## config.mk

```make
export PLATFORM = sky130hd
export DESIGN_NAME = ccg_sweep_ctrl_flat
export DESIGN_NICKNAME = d
export VERILOG_FILES = /design/src/rtl/ccg_sweep_ctrl_if.sv /design/src/rtl/ccg_sweep_ctrl.sv /design/src/flat_wrapper.sv
export SDC_FILE = /design/constraint.sdc
export NUM_CORES = 1
export LEC_CHECK = 0
export BUFFER_PORTS_ARGS = -buffer_cell sky130_fd_sc_hd__buf_2
export CAP_MARGIN = 20
export CORE_MARGIN = 10
export CORE_UTILIZATION = 45
export DETAILED_ROUTE_END_ITERATION = 12
export MAX_ROUTING_LAYER = met4
export PLACE_DENSITY = 0.83
export SLEW_MARGIN = 40
export SYNTH_ARGS = -nofsm -noshare
export SYNTH_HDL_FRONTEND = slang
export SYNTH_SLANG_ARGS = --single-unit
```

## constraint.sdc

```tcl
create_clock -name clk -period 2.58 [get_ports clk]
set_clock_uncertainty 0.2 [all_clocks]
set_input_delay 0.258 -clock clk [delete_from_list [all_inputs] [get_ports clk]]
set_output_delay 0.258 -clock clk [all_outputs]
set_load 0.01 [all_outputs]
```

## src/rtl/ccg_sweep_ctrl_if.sv

```systemverilog
// Host/block-side signal bundle for ccg_sweep_ctrl: run handshake, truth table,
// block stimulus/response and the sweep results.
interface ccg_sweep_ctrl_if #(
   parameter int unsigned N_IN  = 4,
   parameter int unsigned N_OUT = 4,
   parameter int unsigned SIG_W = 16
);
   logic                        start;
   logic                        abort;
   logic [N_OUT*(2**N_IN)-1:0]  exp_tt_i;
   logic [N_OUT-1:0]            f_i;
   logic [N_IN-1:0]             x_o;
   logic                        busy;
   logic                        done;
   logic                        pass;
   logic [N_IN:0]               mismatch_cnt;
   logic [N_IN-1:0]             first_fail_idx;
   logic [SIG_W-1:0]            sig_o;

   modport master (
      output start, abort, exp_tt_i, f_i,
      input  x_o, busy, done, pass, mismatch_cnt, first_fail_idx, sig_o
   );

   modport slave (
      input  start, abort, exp_tt_i, f_i,
      output x_o, busy, done, pass, mismatch_cnt, first_fail_idx, sig_o
   );
endinterface

```

## src/rtl/ccg_sweep_ctrl.sv

```systemverilog
// Exhaustive sweep sequencer: drives every input vector of a small combinational
// block, compares each settled response to a truth table and folds it into a MISR.
module ccg_sweep_ctrl #(
   parameter int unsigned       N_IN   = 4,
   parameter int unsigned       N_OUT  = 4,
   parameter int unsigned       SETTLE = 1,
   parameter int unsigned       SIG_W  = 16,
   parameter logic [SIG_W-1:0]  POLY   = 16'h1021
) (
   input logic              clk,
   input logic              rst_n,
   ccg_sweep_ctrl_if.slave  bus
);

   typedef enum logic [1:0] {IDLE, APPLY, SAMPLE, FINISH} state_t;

   localparam logic [N_IN-1:0] LAST_IDX  = '1;
   localparam logic [3:0]      SETTLE_LD = 4'(SETTLE - 1);

   state_t            state, state_n;
   logic [N_IN-1:0]   idx, idx_n;
   logic [3:0]        settle_cnt, settle_cnt_n;
   logic [N_IN:0]     cnt, cnt_n;
   logic [N_IN-1:0]   ffi, ffi_n;
   logic [SIG_W-1:0]  sig, sig_n, sig_step;
   logic              pass_q, pass_n;
   logic [N_OUT-1:0]  exp_vec;
   logic              miss;

   assign exp_vec  = bus.exp_tt_i[int'(idx)*N_OUT +: N_OUT];
   assign miss     = (bus.f_i != exp_vec);
   assign sig_step = {sig[SIG_W-2:0], 1'b0} ^ (sig[SIG_W-1] ? POLY : '0) ^ SIG_W'(bus.f_i);

   always_ff @(posedge clk or negedge rst_n) begin
      if (!rst_n) begin
         state      <= IDLE;
         idx        <= '0;
         settle_cnt <= '0;
         cnt        <= '0;
         ffi        <= '0;
         sig        <= '0;
         pass_q     <= 1'b0;
      end else begin
         state      <= state_n;
         idx        <= idx_n;
         settle_cnt <= settle_cnt_n;
         cnt        <= cnt_n;
         ffi        <= ffi_n;
         sig        <= sig_n;
         pass_q     <= pass_n;
      end
   end

   always_comb begin
      state_n      = state;
      idx_n        = idx;
      settle_cnt_n = settle_cnt;
      cnt_n        = cnt;
      ffi_n        = ffi;
      sig_n        = sig;
      pass_n       = pass_q;
      case (state)
         IDLE: begin
            if (bus.start) begin
               state_n      = APPLY;
               idx_n        = '0;
               settle_cnt_n = SETTLE_LD;
               cnt_n        = '0;
               ffi_n        = '0;
               sig_n        = '0;
               pass_n       = 1'b0;
            end
         end
         APPLY: begin
            if (bus.abort) begin
               state_n = IDLE;
               pass_n  = 1'b0;
            end else if (settle_cnt == 4'd0) begin
               state_n = SAMPLE;
            end else begin
               settle_cnt_n = settle_cnt - 4'd1;
            end
         end
         SAMPLE: begin
            // An abort here drops the in-flight sample; results stay as of the previous vector.
            if (bus.abort) begin
               state_n = IDLE;
               pass_n  = 1'b0;
            end else begin
               if (miss) begin
                  cnt_n = cnt + (N_IN+1)'(1);
                  if (cnt == '0) ffi_n = idx;
               end
               sig_n = sig_step;
               if (idx == LAST_IDX) begin
                  state_n = FINISH;
                  pass_n  = (cnt_n == '0);
               end else begin
                  idx_n        = idx + N_IN'(1);
                  settle_cnt_n = SETTLE_LD;
                  state_n      = APPLY;
               end
            end
         end
         FINISH: state_n = IDLE;
         default: state_n = IDLE;
      endcase
   end

   assign bus.x_o            = (state == APPLY || state == SAMPLE) ? idx : '0;
   assign bus.busy           = (state == APPLY || state == SAMPLE);
   assign bus.done           = (state == FINISH);
   assign bus.pass           = pass_q;
   assign bus.mismatch_cnt   = cnt;
   assign bus.first_fail_idx = ffi;
   assign bus.sig_o          = sig;

endmodule

```

## src/flat_wrapper.sv

```systemverilog
// flat-port wrapper written by rule: the top's interface ports become plain ports
module ccg_sweep_ctrl_flat 
#(
   parameter int unsigned       N_IN   = 4,
   parameter int unsigned       N_OUT  = 4,
   parameter int unsigned       SETTLE = 1,
   parameter int unsigned       SIG_W  = 16,
   parameter logic [SIG_W-1:0]  POLY   = 16'h1021
)
  (clk, rst_n, bus_start, bus_abort, bus_exp_tt_i, bus_f_i, bus_x_o, bus_busy, bus_done, bus_pass, bus_mismatch_cnt, bus_first_fail_idx, bus_sig_o);
  ccg_sweep_ctrl_if #(.N_IN(N_IN), .N_OUT(N_OUT), .SIG_W(SIG_W)) bus_i ();
  input logic clk;
  input logic rst_n;
  input wire logic [$bits(bus_i.start)-1:0] bus_start;
  input wire logic [$bits(bus_i.abort)-1:0] bus_abort;
  input wire logic [$bits(bus_i.exp_tt_i)-1:0] bus_exp_tt_i;
  input wire logic [$bits(bus_i.f_i)-1:0] bus_f_i;
  output wire logic [$bits(bus_i.x_o)-1:0] bus_x_o;
  output wire logic [$bits(bus_i.busy)-1:0] bus_busy;
  output wire logic [$bits(bus_i.done)-1:0] bus_done;
  output wire logic [$bits(bus_i.pass)-1:0] bus_pass;
  output wire logic [$bits(bus_i.mismatch_cnt)-1:0] bus_mismatch_cnt;
  output wire logic [$bits(bus_i.first_fail_idx)-1:0] bus_first_fail_idx;
  output wire logic [$bits(bus_i.sig_o)-1:0] bus_sig_o;
  assign bus_i.start = bus_start;
  assign bus_i.abort = bus_abort;
  assign bus_i.exp_tt_i = bus_exp_tt_i;
  assign bus_i.f_i = bus_f_i;
  assign bus_x_o = bus_i.x_o;
  assign bus_busy = bus_i.busy;
  assign bus_done = bus_i.done;
  assign bus_pass = bus_i.pass;
  assign bus_mismatch_cnt = bus_i.mismatch_cnt;
  assign bus_first_fail_idx = bus_i.first_fail_idx;
  assign bus_sig_o = bus_i.sig_o;
  ccg_sweep_ctrl #(.N_IN(N_IN), .N_OUT(N_OUT), .SETTLE(SETTLE), .SIG_W(SIG_W), .POLY(POLY)) u_core (.clk(clk), .rst_n(rst_n), .bus(bus_i));
endmodule
```

After elaboration in Yosys (flattened, before gate mapping)
Cells that the tools add are included.
{ "totals": {"register_bits": 36, "word_cells": 76} }
{ "classes": {"addsub": 3, "n_eq_ne": 15, "n_shift": 1, "mux": 35, "n_bitwise": 2, "reduce_logical": 13} }
{ "ops": {"columns": ["cell", "n"], "rows": [
  ["indexed part select 64 x 7 -> 4 bit", 1],
  ["2-to-1 mux 4 bit", 11],
  ["2-to-1 mux 16 bit", 2],
  ["one-hot mux 16 bit (2 select lines)", 1],
  ["2-to-1 mux 5 bit", 5],
  ["one-hot mux 4 bit (2 select lines)", 2],
  ["XOR 16 bit", 1],
  ["XOR 16 x 4 -> 16 bit", 1],
  ["2-to-1 mux 13 bit", 1],
  ["inequality test 2 bit, second input constant", 6],
  ["one-hot mux 4 bit (3 select lines)", 1],
  ["logical NOT 5 bit", 2],
  ["2-to-1 mux 2 bit", 5],
  ["one-hot mux 5 bit (2 select lines)", 1],
  ["one-hot mux 2 bit (4 select lines)", 1],
  ["AND reduction 4 bit", 2],
  ["inequality test 3 x 2 -> 1 bit, second input constant", 2],
  ["AND reduction 6 bit", 1],
  ["adder 5 x 1 -> 5 bit, second input constant", 1],
  ["AND reduction 5 bit", 1],
  ["adder 4 x 1 -> 4 bit, second input constant", 1],
  ["equality test 2 bit, second input constant", 2],
  ["equality test 4 bit, second input constant", 1],
  ["logical NOT 4 bit", 1],
  ["other kinds (12)", 16]
]} }

Depth between registers and ports, before layout
{ "depth": {"word_depth": 9, "depth_mapped": 10} }

Worst setup path before layout
OpenSTA, ideal clock, no wires.
{ "synth_timing": {"path_type": "register to register", "startpoint": "register u_core.idx[1]", "endpoint": "register u_core.ffi[0], in the netlist u_core.bus.first_fail_idx[0]", "setup_ns": 0.079, "t_arrival_ns": 2.348, "required_ns": 2.301, "slack_ns": -0.047, "stages_incl_launch_ff": 10, "path_buffers": 2, "cell_sequence": "dfrtp_1 -> buf_6 -> mux4_2 -> mux2i_1 -> xor2_1 -> a211o_1 -> and4_4 -> buf_6 -> a211oi_4 -> mux2i_1"} }
{ "synth_between": {"elab_chain_cells": 4} }
{ "synth_rtl": {"columns": ["item", "line", "text"], "rows": [
  ["start: declaration", "ccg_sweep_ctrl.sv:21", "logic [N_IN-1:0] idx, idx_n;"],
  ["start signal: assignment", "ccg_sweep_ctrl.sv:45", "idx <= idx_n;"],
  ["indexed part select 64 x 7 -> 4 bit", "ccg_sweep_ctrl.sv:30", "assign exp_vec = bus.exp_tt_i[int'(idx)*N_OUT +: N_OUT];"],
  ["inequality test 4 bit", "ccg_sweep_ctrl.sv:31", "assign miss = (bus.f_i != exp_vec);"],
  ["inequality test 2 x 1 -> 1 bit (no line)", null, null],
  ["AND reduction 5 bit (no line)", null, null],
  ["end signal: assignment", "ccg_sweep_ctrl.sv:48", "ffi <= ffi_n;"],
  ["end: declaration", "ccg_sweep_ctrl.sv:24", "logic [N_IN-1:0] ffi, ffi_n;"]
]} }
No other way between the ends.
A chain may end at the register's enable or synchronous reset.

Worst setup path after layout
{ "layout_timing": {"startpoint": "register u_core.idx[1]", "endpoint": "register u_core.ffi[2], in the netlist u_core.bus.first_fail_idx[2]"} }
The elaborated chain is that of the path after synthesis.

==> metrics <==
status=finished with violations; failing checks=negative setup slack; Tmin final=2.63 ns; Netlist cell types=52; Worst setup SP type=flip-flop; CTS tree=yes; Pre-antenna DRT Iters=4; DRC viols=0; Layout area overhead=31.7%; Synth async-reset ratio=100%; WS Path Type=reg2reg; routed wire length per instance=17.5 um; maximum vdd drop=0.000456 V; number of synthesized flops with an enable pin=0; Rel. slew slack=59.5%; commonest non-fill, non-tap cells in the layout=buf_2, nand2_1, dfrtp_1; Root Buffer=clkbuf_8; fmax=381 MHz; latest clock arrival within the worst-skew pair=0.29 ns; Final Setup Violations=6; multi-input gate area in the final layout=1830 um^2; Initial Util=46.7%; critical-path cell list=buf_12 > mux4_2 > mux2i_2 > xor2_1 > a211o_1 > and4_4 > a211oi_4 > buf_6 > mux2i_1; final antenna-violating net count=0; critical path's slowest cell=mux4_2; WHS Path Cells=4; core footprint=5990 um^2; met3 usage=4.68%; Hold EP=u_core.bus.sig_o[3]; DR vias=2,768; Worst Path Required=2.59 ns; row cnt=28; die width=98.8 um; Critical Path AT=2.64 ns; GPL Wtd Cong=0.884; Worst-path clk slew=0.07 ns; CTS Sinks=36; clock tree buffer depth=2; final number of hold-violating endpoints=0; crit path max fanout=13; antenna cells=0; fraction of layout cells with a size suffix above 1=42.9%; Leakage=1.79 nW; Worst Hold Class=in2reg; antenna violations before repair=0; CTS Buf Count=5; vias in the first global route=2,844; Yosys warnings=0; setup ws final=-0.0458 ns; die area=9760 um^2; largest net degree at the start of global routing=37; most common cell after layout, fill and taps aside=buf_2; Power Density=724 nW/um^2; r2r endpoint=u_core.bus.first_fail_idx[2]; Total Routing Usage GR=17.0%; FF/Latch Area=902 um^2; final wirelength=8420 um; # Max-Cap Violations=0; Crit path largest cell delay=0.51 ns; layer with the highest usage=met2; first-pass GRT wire length=13,800 um; unrepaired setup endpoints after global routing=true; r2r startpoint=u_core.idx[1]; Die Ht=98.8 um; met1 Usage GRT=20.0%; grt ovf=0; io pins=104; Synthesized Nets=373; worst reg2reg setup slack=-0.05 ns; fin crit share=102%; nets@finish=486; cell family with most CP delay=multiplexers; CTS HTree Levels=2; synthesized area per cell=9.57 um^2; met2 usage in global routing=28.5%; sequential fraction of the synthesis area=32.2%; Setup TNS Final=-0.165 ns; vias per cell=5.75; Bufs and invs on worst path=2; #FFs+latches synth=36; Worst setup EP type=flip-flop; worst slew pin tran=0.606 ns; final core occ=61.4%; Cells after Synth=292; Primary FF master, synth=dfrtp_1; Pins Over Slew Limit=0; fillers=518; DR iter-0 viols=245; I/O Buffers=103; Mapped Area=2800 um^2; Worst Reg-to-Reg Cells=9; Hold Path Origin=bus_f_i[3]; Final HPWL DP=6510 um
## per-layer routing
metal  vias up  share of wire [%]  routed length (um)
li1       1306                  -                   -
met1      1326                 40                3380
met2       127                 49                4100
met3         9                 10                 842
met4         0                1.1                  95
met5         -                  0                   0
## worst max path at each step
| stage | end | startpoint | depth (start not counted) | slack, ns |
|---|---|---|---|---|
| 3_3_place_gp | u_core.bus.first_fail_idx[3] | u_core.idx[1] | 10 | -0.05 |
| 3_5_place_dp | u_core.bus.first_fail_idx[2] | u_core.idx[1] | 8 | -0.16 |
| 4_1_cts | u_core.bus.first_fail_idx[2] | u_core.idx[1] | 10 | -0.04 |
| 5_1_grt | u_core.bus.first_fail_idx[2] | u_core.idx[1] | 9 | -0.15 |
| 6_report | u_core.bus.first_fail_idx[2] | u_core.idx[1] | 9 | -0.05 |
| 2_1_floorplan | u_core.bus.first_fail_idx[0] | u_core.idx[1] | 9 | -0.04 |
## registers in the layout, summed over array words and instances (netlist names)
signal and flops:
u_core.bus.sig_o 16, u_core.bus.mismatch_cnt 5, u_core.bus.first_fail_idx 4, u_core.idx 4
u_core.settle_cnt 4, u_core.state 2, u_core.bus.pass 1
## tightest hold or removal path, delay by kind of cell
family / cells / cell delay [ns]
buffers and inverters: 1 / 0.13
XOR/XNOR: 1 / 0.07
AND/OR/NAND/NOR: 1 / 0.06
AO/OA/AOI/OAI: 1 / 0.06
## Yosys cell counts, types with 3 or more instances
library cell,count,share of area [%]
nand2_1,41,5.5
dfrtp_1,36,32
o21ai_0,20,3.6
nor2_1,15,2.0
a22o_1,14,4.4
mux2_2,12,4.8
xor2_1,10,3.1
a21oi_1,9,1.6
clkbuf_1,9,1.2
ha_1,9,4.0
inv_1,9,1.2
mux2i_1,9,3.2
nand3_1,8,1.4
mux4_2,6,4.8
nand2b_1,6,1.3
nor2b_1,6,1.3
o22ai_1,6,1.3
a211o_1,5,1.6
nor4_1,5,1.1
and2_1,4,0.90
nor3_1,4,0.72
buf_4,3,0.81
mux2_4,3,1.6
o22ai_2,3,1.3
## what timing repair did
item,CTS,global route
gates resized for setup,10,10
hold buffers,1,0
pin swaps,2,1
endpoints found under the hold margin,36,0
endpoints found under the setup margin,10,10
setup buffers,3,0
## final cells by class
| type | count | share of cell area [%] |
|---|---|---|
| Inverter | 9 | 0.918 |
| Timing Repair Buffer | 122 | 18.8 |
| Sequential cell | 36 | 24.5 |
| Tap cell | 75 | 2.55 |
| Clock inverter | 1 | 0.816 |
| Clock buffer | 7 | 2.62 |
| Multi-Input combinational cell | 231 | 49.8 |
## through the flow
step | hold WS, ns | instance area [um^2] | power [mW] | setup WS, ns | instances
CTS | 0.136 | 3640 | 2.65 | -0.0361 | 481
floorplan | -0.238 | 2800 | 1.67 | -0.0351 | 292
detailed placement | 0.204 | 3440 | 2.04 | -0.160 | 469
global route | 0.168 | 3680 | 2.86 | -0.147 | 481
finish | 0.137 | 3680 | 2.66 | -0.0458 | 481
global placement | 0.189 | 3440 | 1.98 | -0.0510 | 469
## where the power goes
part	internal [mW]	switching, mW
clock	0.341	0.199
sequential	0.644	0.0787
combinational	0.584	0.816
total	1.57	1.09
## cell families after synthesis
group                    count (synthesis)  synth area share, %
AO/OA/AOI/OAI                           78                 21.3
XOR/XNOR                                10                 3.13
adder cells (fa/ha/maj)                  9                 4.03
buffers and inverters                   25                 4.74
flip-flops                              36                 32.2
multiplexers                            34                 17.2
AND/OR/NAND/NOR                        100                 17.4
Note: power is estimated with default switching activity, not from simulation.
